## config.mk

```make
export PLATFORM = sky130hd
export DESIGN_NAME = sr_latch_driver
export DESIGN_NICKNAME = d
export VERILOG_FILES = /design/src/rtl/sr_latch_driver_pkg.sv /design/src/rtl/sr_latch_driver_sync2.sv /design/src/rtl/sr_latch_driver.sv
export SDC_FILE = /design/constraint.sdc
export NUM_CORES = 1
export LEC_CHECK = 0
export ABC_AREA = 1
export BUFFER_PORTS_ARGS = -buffer_cell sky130_fd_sc_hd__buf_2
export CORE_UTILIZATION = 45
export DETAILED_ROUTE_END_ITERATION = 10
export GPL_ROUTABILITY_DRIVEN = 0
export GPL_TIMING_DRIVEN = 0
export PLACE_DENSITY = 0.66
export SLEW_MARGIN = 20
export SYNTH_ARGS = -nofsm -noshare
export SYNTH_HDL_FRONTEND = slang
export SYNTH_SLANG_ARGS = --single-unit
```

## constraint.sdc

```tcl
create_clock -name clk -period 3.5 [get_ports clk]
set_input_delay 0.7 -clock clk [delete_from_list [all_inputs] [get_ports clk]]
set_output_delay 0.7 -clock clk [all_outputs]
set_load 0.03 [all_outputs]
```

## src/rtl/sr_latch_driver_pkg.sv

```systemverilog
// Shared types and constants for the SR latch driver: FSM state encoding,
// counter widths and counter load helpers.
package sr_latch_driver_pkg;

  localparam int unsigned CNT_W = 4;
  localparam int unsigned TO_W  = 8;

  localparam logic [CNT_W-1:0] CNT_ONE = CNT_W'(1);
  localparam logic [TO_W-1:0]  TO_ONE  = TO_W'(1);

  typedef enum logic [2:0] {
    ST_IDLE  = 3'd0,
    ST_SETUP = 3'd1,
    ST_PULSE = 3'd2,
    ST_HOLD  = 3'd3,
    ST_CHECK = 3'd4,
    ST_DONE  = 3'd5
  } drv_state_t;

  // Stage counters hold "cycles remaining minus one" so a stage ends at zero.
  function automatic logic [CNT_W-1:0] stage_load(input int unsigned len);
    return CNT_W'(len - 1);
  endfunction

  function automatic logic [TO_W-1:0] timeout_load(input int unsigned len);
    return TO_W'(len - 1);
  endfunction

endpackage

```

## src/rtl/sr_latch_driver_sync2.sv

```systemverilog
// Two-flop synchronizer for the asynchronous latch readback outputs.
// Both stages clear on rst_n.
module sync2 (
  input  logic clk,
  input  logic rst_n,
  input  logic d,
  output logic q
);

  logic meta;

  always_ff @(posedge clk or negedge rst_n) begin
    if (!rst_n) begin
      meta <= 1'b0;
      q    <= 1'b0;
    end else begin
      meta <= d;
      q    <= meta;
    end
  end

endmodule

```

## src/rtl/sr_latch_driver.sv

```systemverilog
// Sequenced SR latch write driver: setup, enable pulse, hold, optional readback.
// Define SR_READBACK_EN to build the CHECK state and lat_q/lat_q_ synchronizers.
module sr_latch_driver
  import sr_latch_driver_pkg::*;
#(
  parameter int unsigned SETUP_CYC   = 1,
  parameter int unsigned PULSE_CYC   = 4,
  parameter int unsigned HOLD_CYC    = 1,
  parameter int unsigned TIMEOUT_CYC = 8
) (
  input  logic clk,
  input  logic rst_n,
  input  logic req_valid,
  output logic req_ready,
  input  logic req_val,
  output logic done,
  output logic err,
  output logic lat_en,
  output logic lat_s,
  output logic lat_r,
  input  logic lat_q,
  input  logic lat_q_
);

  drv_state_t       state;
  logic [CNT_W-1:0] stage_cnt;
  logic             ready_r;
  logic             done_r;

  assign req_ready = ready_r;
  assign done      = done_r;

`ifdef SR_READBACK_EN
  logic [TO_W-1:0] to_cnt;
  logic            val_r;
  logic            q_sync;
  logic            qn_sync;
  logic            match_r;
  logic            err_r;

  sync2 u_sync_q (
    .clk   (clk),
    .rst_n (rst_n),
    .d     (lat_q),
    .q     (q_sync)
  );

  sync2 u_sync_qn (
    .clk   (clk),
    .rst_n (rst_n),
    .d     (lat_q_),
    .q     (qn_sync)
  );

  assign err = err_r;
`else
  logic unused_readback;
  assign unused_readback = lat_q ^ lat_q_;
  assign err = 1'b0;
`endif

  always_ff @(posedge clk or negedge rst_n) begin
    if (!rst_n) begin
      state     <= ST_IDLE;
      stage_cnt <= '0;
      ready_r   <= 1'b0;
      done_r    <= 1'b0;
      lat_en    <= 1'b0;
      lat_s     <= 1'b0;
      lat_r     <= 1'b0;
`ifdef SR_READBACK_EN
      to_cnt    <= '0;
      val_r     <= 1'b0;
      match_r   <= 1'b0;
      err_r     <= 1'b0;
`endif
    end else begin
      done_r <= 1'b0;
`ifdef SR_READBACK_EN
      err_r  <= 1'b0;
`endif
      case (state)
        ST_IDLE: begin
          ready_r <= 1'b1;
          if (req_valid && ready_r) begin
            ready_r   <= 1'b0;
            lat_s     <= req_val;
            lat_r     <= ~req_val;
            lat_en    <= 1'b0;
            stage_cnt <= stage_load(SETUP_CYC);
            state     <= ST_SETUP;
`ifdef SR_READBACK_EN
            val_r     <= req_val;
`endif
          end
        end

        ST_SETUP: begin
          if (stage_cnt == '0) begin
            lat_en    <= 1'b1;
            stage_cnt <= stage_load(PULSE_CYC);
            state     <= ST_PULSE;
          end else begin
            stage_cnt <= stage_cnt - CNT_ONE;
          end
        end

        ST_PULSE: begin
          if (stage_cnt == '0) begin
            lat_en    <= 1'b0;
            stage_cnt <= stage_load(HOLD_CYC);
            state     <= ST_HOLD;
          end else begin
            stage_cnt <= stage_cnt - CNT_ONE;
          end
        end

        ST_HOLD: begin
          if (stage_cnt == '0) begin
            lat_s <= 1'b0;
            lat_r <= 1'b0;
`ifdef SR_READBACK_EN
            to_cnt  <= timeout_load(TIMEOUT_CYC);
            match_r <= 1'b0;
            state   <= ST_CHECK;
`else
            done_r  <= 1'b1;
            state   <= ST_DONE;
`endif
          end else begin
            stage_cnt <= stage_cnt - CNT_ONE;
          end
        end

`ifdef SR_READBACK_EN
        // Compare is registered, so a readback that already agrees on entry
        // still spends two cycles here.
        ST_CHECK: begin
          match_r <= (q_sync == val_r) && (qn_sync == ~val_r);
          if (match_r) begin
            to_cnt <= '0;
            done_r <= 1'b1;
            state  <= ST_DONE;
          end else if (to_cnt == '0) begin
            done_r <= 1'b1;
            err_r  <= 1'b1;
            state  <= ST_DONE;
          end else begin
            to_cnt <= to_cnt - TO_ONE;
          end
        end
`endif

        ST_DONE: begin
          ready_r <= 1'b1;
          state   <= ST_IDLE;
        end

        default: begin
          ready_r <= 1'b0;
          lat_en  <= 1'b0;
          lat_s   <= 1'b0;
          lat_r   <= 1'b0;
          state   <= ST_IDLE;
        end
      endcase
    end
  end

`ifndef SYNTHESIS
  a_no_sr_overlap: assert property (@(posedge clk) disable iff (!rst_n)
    !(lat_s && lat_r));
  a_en_inputs_stable: assert property (@(posedge clk) disable iff (!rst_n)
    lat_en |-> $stable({lat_s, lat_r}));
  a_ready_only_idle: assert property (@(posedge clk) disable iff (!rst_n)
    req_ready |-> (state == ST_IDLE));
`endif

endmodule

```

# After elaboration in Yosys (flattened, before gate mapping)
# Cells that the tools add are included.
totals:
  ff_bits: 12
  wordCells: 53
  out_inout_bits: 6
  in_bits: 6
op_classes:
  addsub: 1
  eq_ne: 9
  reduce_logical: 11
  mux: 22
  bitwise_logic: 3
ops:
  columns: ["op", "n"]
  rows:
  - ["4-bit 2-to-1 mux", 4]
  - ["4-bit case mux with 4 select lines", 1]
  - ["3-bit 2-to-1 mux", 4]
  - ["3-bit case mux with 4 select lines", 1]
  - ["2-bit != test (second input constant)", 5]
  - ["1-bit case mux with 3 select lines", 3]
  - ["1-bit 2-to-1 mux", 8]
  - ["4-bit AND reduction", 2]
  - ["3-bit by 2-bit equality test with 1-bit output (second input constant)", 2]
  - ["3-bit AND reduction", 2]
  - ["3-bit OR reduction", 2]
  - ["4-bit logical NOT", 1]
  - ["1-bit case mux with 4 select lines", 1]
  - ["4-bit nonzero test", 1]
  - ["4-bit by 1-bit subtractor with 4-bit output (second input constant)", 1]
  - ["3-bit by 1-bit equality test with 1-bit output (second input constant)", 1]
  - ["3-bit equality test (second input constant)", 1]
  - ["3-bit logical NOT", 1]
  - ["1-bit NOT", 3]
  - ["2-bit OR reduction", 1]
  - ["1-bit logical AND", 1]

# Longest topological paths before layout
# Gate-level depths: netlist of run 1.
logic_depth:
  ltp_word: 4
  ltp_mapped: 9
  ltp_nobuf: 9

# Least setup slack after synthesis of run 1
# Ideal clock, no wire load.
synth_path:
  path_kind: "register to register"
  start: "register stage_cnt[0]"
  end: "register lat_r"
  arrival_time_ns: 1.193
  setup_time_ns: 0.121
  required_ns: 3.379
  stages_incl_launch_ff: 8
  setup_slack_ns: 2.186
  path_buffers: 0
  period_less_slack_ns: 1.314
  cell_sequence: "dfrtp_1 -> inv_1 -> ha_1 -> nand3_2 -> o21ai_2 -> nand2_2 -> nand2_1 -> o21ai_1"
synth_between:
  elab_chain_len: 3
synth_lines:
  columns: ["item", "line", "text"]
  rows:
  - ["from (decl)", "sr_latch_driver.sv:26", "logic [CNT_W-1:0] stage_cnt;"]
  - ["from (signal assigned)", "sr_latch_driver.sv:90", "stage_cnt <= stage_load(SETUP_CYC);"]
  - ["from (signal assigned)", "sr_latch_driver.sv:101", "stage_cnt <= stage_load(PULSE_CYC);"]
  - ["from (signal assigned)", "sr_latch_driver.sv:104", "stage_cnt <= stage_cnt - CNT_ONE;"]
  - ["4-bit logical NOT", "sr_latch_driver.sv:119", "if (stage_cnt == '0) begin"]
  - ["2-bit != test (no source line)", null, null]
  - ["3-bit AND reduction (no source line)", null, null]
  - ["to (signal assigned)", "sr_latch_driver.sv:88", "lat_r <= ~req_val;"]
  - ["to (decl)", "sr_latch_driver.sv:20", "output logic lat_r,"]
# Every way passes these cells.
# A chain may end at the register's enable or synchronous reset.

# Worst setup path in the final report of run 1
layout_path:
  start: "register ready_r (netlist: req_ready)"
  end: "output req_ready"
layout_lines:
  columns: ["item", "line", "text"]
  rows:
  - ["from (decl)", "sr_latch_driver.sv:27", "logic ready_r;"]
  - ["from (signal assigned)", "sr_latch_driver.sv:66", "ready_r <= 1'b0;"]
  - ["from (signal assigned)", "sr_latch_driver.sv:84", "ready_r <= 1'b1;"]
  - ["from (signal assigned)", "sr_latch_driver.sv:86", "ready_r <= 1'b0;"]
  - ["to (decl)", "sr_latch_driver.sv:14", "output logic req_ready,"]
# No word-level cell between the ends.

==> flow_metrics.tcl, run 1 <==
set metrics [dict create \
    grt_util_all_layers_pct 16.4 \
    area_growth_pct 12.9 \
    crit_start "req_ready$_DFFE_PN0N_" \
    wl_per_cell_microns 10.5 \
    cts.htree.levels 1 \
    synth_largest_area_cell "dfrtp_1" \
    hold_path_class "in2async" \
    status "completed" \
    cp.arrival_ns 0.85 \
    syn_area_sq_um 744 \
    r2r_cells 7 \
    syn_avg_cell_area_sq_um 7.60 \
    die_area_sq_um 1820 \
    synth_cell_type_count 19 \
    rsz0062_at_grt "no" \
    fin_crit_sh_pct 44.3 \
    vias 621 \
    cts_tree "yes" \
    seq_area_sq_um 300 \
    timing.reg2reg.setup_slack_ns 2.01 \
    setup_ws_ns 1.95 \
    worstPathMaxFanout 3 \
    crit_chain "buf_2" \
    post_cts_buffers 0 \
    final_util_pct 55.2 \
    synth_warnings 0 \
    pre_cts_ws_ns 2.02 \
    netlist.area_leader.share_pct 40.3 \
    synth_seq_cells 12 \
    setup_violations 0 \
    coreArea_sq_um 1520 \
    synth.most_common_cell "nand2_1" \
    fp.dieH_microns 42.7 \
    drt-initial-drc-count 17 \
    drive_gt1_share_pct 28.2 \
    max_stage_delay_ns 0.40 \
    numCtsBuffers 3 \
    synthTopCellsByCount "27 x nand2_1, 13 x nand3_1, 12 x dfrtp_1" \
    num_antenna_cells 0 \
    grt_pass1_vias 517 \
    cp_slowest_cell "dfrtp_1" \
    max_freq_ghz 0.644 \
    multi_input_area_sq_um 392 \
    worstSetupPathType "reg2out" \
    root_buffer "clkbuf_4" \
    portBuffers 8 \
    synth_cells 98 \
    gr-total-overflow 0 \
    finalMaxSlewViolations 0 \
    grt_pass1_wl_mm 2.19 \
    setup_tns_ns 0 \
    cpLargestDelayFamily "flip-flops" \
    drt_wl_total_mm 1.32 \
    async_reset_ff_share_pct 100 \
    critPathBufInv 1 \
    antenna_found_initial 0 \
    cts.sinks 12 \
    synth-edff-count 0 \
    hpwlAfterDp_mm 1.03 \
    period_minus_slack_ns 1.55 \
    firstDrtPassIters 4 \
    synth-seq-area-share_pct 40.3 \
    cp.required_ns 2.80 \
    clockBufferDepth 2 \
    cap_violations 0 \
    synth_area_leaders "dfrtp_1 40%, nand2_1 14%, nand3_1 8.7%" \
    r2r_end "stage_cnt[1]$_DFFE_PN0P_" \
    crit_path_end_kind "output pin" \
    synth_fp_nets 106 \
    die_x_microns 42.7 \
    ir_drop_mv 0.474 \
    fin_skew_ns 0.00252 \
    final_net_count 119 \
    drtAntennaViolNets 0 \
    ios 12 \
    cp-start-kind "register" \
    cellLeakagePower_uw 0.000467 \
    synth_ff_type "dfrtp_1" \
    num_rows 14 \
    hold_viol 0 \
    initial_utilization_pct 48.9 \
    clock_latency_ns 0.28 \
    ctsResizeCount 0 \
    ctsHoldBuffers 0 \
    finalPower_uw 947 \
    clk_pin_slew_worst_paths_ns 0.08 \
    n_fill_cell 152 \
    grt_max_degree 13 \
    r2r-start "stage_cnt[0]$_DFFE_PN0P_" \
    vias_per_cell 4.93 \
    drc_errors 0 \
    p_per_area_nw_per_um2 1130 \
]
==> per-layer routing <==
layer / share of wire (%) / wire [microns] / track usage (%)
met4: 2.5 / 33 / 11.3
met3: 3.3 / 43 / 2.55
met5: 0 / 0 / 0
met1: 49 / 643 / 21.5
met2: 45 / 598 / 24.5
==> registers in the layout (all words and copies together) (netlist names) <==
signal,flops
lat_r,1
lat_s,1
state,3
stage_cnt,4
req_ready,1
done,1
lat_en,1
==> placed cells by master (no fill, tap or decap) <==
cell      Yosys  final
clkbuf_8      0      1
o21ai_2       1      1
dfrtp_1      12     12
nand3_2       2      2
buf_2         0      8
nand2_2       6      6
ha_1          2      2
conb_1        1      1
o21ai_0       2      2
inv_2         4      4
nand3_1      13     13
o21ai_1       5      5
buf_4         1      1
clkbuf_4      0      3
xor2_1        1      1
nor2_4        2      2
nand2_1      27     27
nand3_4       1      1
inv_1         8      8
nor2_1        7      7
nor2_2        2      2
nand3b_1      1      1
==> worst max-delay path by stage <==
stage | cells after the start | slack [ns] | to
2_1_floorplan | 7 | 2.19 | lat_r$_DFFE_PN0P_
3_5_place_dp | 8 | 2.02 | stage_cnt[3]$_DFFE_PN0P_
5_1_grt | 7 | 1.91 | stage_cnt[1]$_DFFE_PN0P_
6_report | 1 | 1.95 | req_ready
4_1_cts | 1 | 1.94 | req_ready
3_3_place_gp | 8 | 2.03 | stage_cnt[0]$_DFFE_PN0P_
==> through the flow <==
step / hold slack, ns / instance area [sq um] / cells
2_1_floorplan: 0.404 / 744 / 98
6_report: 0.282 / 841 / 126
3_5_place_dp: 0.472 / 805 / 122
3_3_place_gp: 0.468 / 805 / 122
5_1_grt: 0.305 / 841 / 126
4_1_cts: 0.297 / 841 / 126
==> final cells by class <==
cell class              instances  area share (%)
plain buffers                   1           0.893
clock buffers                   4            4.32
repair buffers                  8            4.76
well taps                      16            2.38
multi-input cells              73            46.6
inverters                      12            5.36
flip-flops and latches         12            35.7
==> cell families (layout without fill, tap and decap cells) <==
logic type      Yosys count  count (layout)  share of synthesized area (%)
fa+ha+maj                 2               2                           3.36
xor+xnor                  1               1                           1.18
other cells               1               1                          0.504
buf+inv                  13              25                           7.06
flops                    12              12                           40.3
simple gates             61              61                           41.7
compound gates            8               8                           5.88
==> where the power goes <==
group	internal (uW)	leakage [uW]	switching, uW
combinational	192	0.000292	382
sequential	203	0.000154	57.2
clock	63.3	0.0000210	49.4
Note: power is estimated with default switching activity, not from simulation.
==> run 2, diff against run 1 <==
--- a/config.mk
+++ b/config.mk
@@ -11,7 +11,7 @@
 export DETAILED_ROUTE_END_ITERATION = 10
 export GPL_ROUTABILITY_DRIVEN = 0
 export GPL_TIMING_DRIVEN = 0
-export PLACE_DENSITY = 0.66
+export PLACE_DENSITY = 0.68
 export SLEW_MARGIN = 20
 export SYNTH_ARGS = -nofsm -noshare
 export SYNTH_HDL_FRONTEND = slang
==> constraint.sdc (replaced) <==
create_clock -name clk -period 1.35 [get_ports clk]
set_input_delay 0.27 -clock clk [delete_from_list [all_inputs] [get_ports clk]]
set_output_delay 0.27 -clock clk [all_outputs]
set_load 0.03 [all_outputs]
==> run 2 against run 1 <==
  * Total power rose to 2.9 times the previous value
  * Sequential power rose to 2.7 times the previous value
  * Largest power group unchanged
  * Count of clock-buffer cells in the layout unchanged
  * Critical path depth rose by 6
  * Via count is 9.7% higher
  * Routed wire length grew 21%
  * Clock power rose to 2.6 times the previous value
  * Register-to-register slack worse by 2.0 ns
==> flow_metrics.tcl, run 2 (same netlist as run 1, synthesis figures left out) <==
set metrics [dict create \
    min-delay-start "req_val" \
    gr-total-overflow 0 \
    r2r_cells 7 \
    final_cell_mix "27 x nand2_1, 13 x nand3_1, 10 x dfrtp_1" \
    ir_drop_mv 1.48 \
    max_freq_ghz 0.766 \
    initial_utilization_pct 48.9 \
    cp-start-kind "register" \
    timing.reg2reg.setup_slack_ns 0.04 \
    cts.sinks 12 \
    cts_tree "yes" \
    met1Wirelength_microns 713 \
    wl_per_cell_microns 12.2 \
    finalMaxSlewViolations 0 \
    cts.htree.levels 1 \
    layout_commonest_cell "nand2_1" \
    final_net_count 124 \
    coreArea_sq_um 1520 \
    worstSetupPathType "reg2reg" \
    largestRegisters "stage_cnt x4, state x3" \
    grt_util_all_layers_pct 20.4 \
    num_rows 14 \
    portBuffers 8 \
    fin_skew_ns 0.00482 \
    num_antenna_cells 0 \
    final_util_pct 61.1 \
    die_area_sq_um 1820 \
    root_buffer "clkbuf_4" \
    hold_viol 0 \
    clock_latency_ns 0.28 \
    hold_path_depth 3 \
    status "completed" \
    clockBufferDepth 2 \
    finalPower_uw 2750 \
    fin_crit_sh_pct 96.8 \
    hold_path_end "lat_r$_DFFE_PN0P_" \
    hold_path_class "in2reg" \
    regMostFlops "stage_cnt" \
    fp.dieH_microns 42.7 \
    drive_gt1_share_pct 36.5 \
    cellLeakagePower_uw 0.000495 \
    met3_length_microns 57 \
    clk_pin_slew_worst_paths_ns 0.08 \
    grt_max_degree 13 \
    vias_per_cell 5.20 \
    r2r-start "stage_cnt[0]$_DFFE_PN0P_" \
    drt_wl_total_mm 1.59 \
    drc_errors 0 \
    firstDrtPassIters 4 \
    final_cells 131 \
    worstPathMaxFanout 5 \
    vias 681 \
    ios 12 \
    hold_ws_ns 0.269 \
    largest_reg_flops 4 \
    setup_ws_ns 0.0437 \
    numCtsBuffers 3 \
    die_x_microns 42.7 \
    drt-initial-drc-count 23 \
    dpl.cell_count 122 \
    wl_met2_microns 811 \
    antenna_found_initial 0 \
    crit_path_end_kind "register" \
    area_growth_pct 25.0 \
    grt_pass1_vias 630 \
    pre_cts_ws_ns -0.143 \
    cap_violations 0 \
    hpwlAfterDp_mm 1.06 \
    setup_violations 0 \
    cp.arrival_ns 1.47 \
    p_per_area_nw_per_um2 2960 \
    highest-signal-layer "met4" \
    rsz0062_at_grt "yes" \
    cp.required_ns 1.51 \
    drtAntennaViolNets 0 \
    period_minus_slack_ns 1.31 \
    r2r_end "lat_s$_DFFE_PN0P_" \
    grt_pass1_wl_mm 2.71 \
]
[run 2: cell count changes in the layout (fill, tap and decap cells not counted), moves of 2 or more]
cell / before / now
buf_4: 1 / 4
dfrtp_1: 12 / 10
dfrtp_2: 0 / 2
inv_1: 8 / 6
nor2_1: 7 / 5
[run 2: routing by layer]
layer  up-vias  global-route usage [%]
met5         -                       0
met4         0                    8.13
met3         2                    6.38
met2        11                    33.0
met1       320                    25.0
li1        348                       -
[run 2: power by group]
part	switching, uW	internal [uW]
clock	128	164
combinational	1130	625
sequential	172	533
total	1430	1320
[run 2: what timing repair did]
item / in CTS / in global routing
pin swaps: 1 / 4
hold buffers: 1 / 0
cloned: 1 / 0
endpoints found under the setup margin: 9 / 8
endpoints found under the hold margin: 12 / 0
resized for setup: 6 / 7
buffers inserted: 0 / 3
[run 2: cell type report]
class	instances	area, sq um
tap	16	20.0
clock buffer	4	36.3
inverter	12	47.5
fill	130	593
sequential	12	303
buffer	1	7.51
multi-input combinational	74	444
timing repair buffer	12	72.6
[run 2: worst max-delay path, stage by stage, from the launching register on]
cell and delay (ns):
dfrtp_1 0.40, inv_2 0.09, ha_4 0.15, nand3_4 0.13, o21ai_4 0.21, nand2_2 0.09, nand2_1 0.06, o21ai_1 0.06
[run 2: how the worst max path moves through the flow]
| stage | from | to | slack [ns] | depth (start not counted) |
|---|---|---|---|---|
| after floorplan | stage_cnt[0]$_DFFE_PN0P_ | lat_r$_DFFE_PN0P_ | 0.04 | 7 |
| after global placement | stage_cnt[0]$_DFFE_PN0P_ | lat_en$_DFFE_PN0P_ | -0.11 | 7 |
| after detailed placement | stage_cnt[0]$_DFFE_PN0P_ | stage_cnt[0]$_DFFE_PN0P_ | -0.14 | 7 |
| after CTS | state[2]$_DFFE_PN0P_ | state[1]$_DFFE_PN0P_ | 0.02 | 8 |
| after global routing | stage_cnt[0]$_DFFE_PN0P_ | lat_r$_DFFE_PN0P_ | -0.04 | 7 |
| final | stage_cnt[0]$_DFFE_PN0P_ | lat_s$_DFFE_PN0P_ | 0.04 | 7 |
[run 2: per-stage QoR]
step	instance area, sq um	TNS (ns)
global placement	805	-0.639
CTS	893	0
floorplan	744	0
global route	931	-0.0806
detailed placement	805	-0.916
finish	931	0
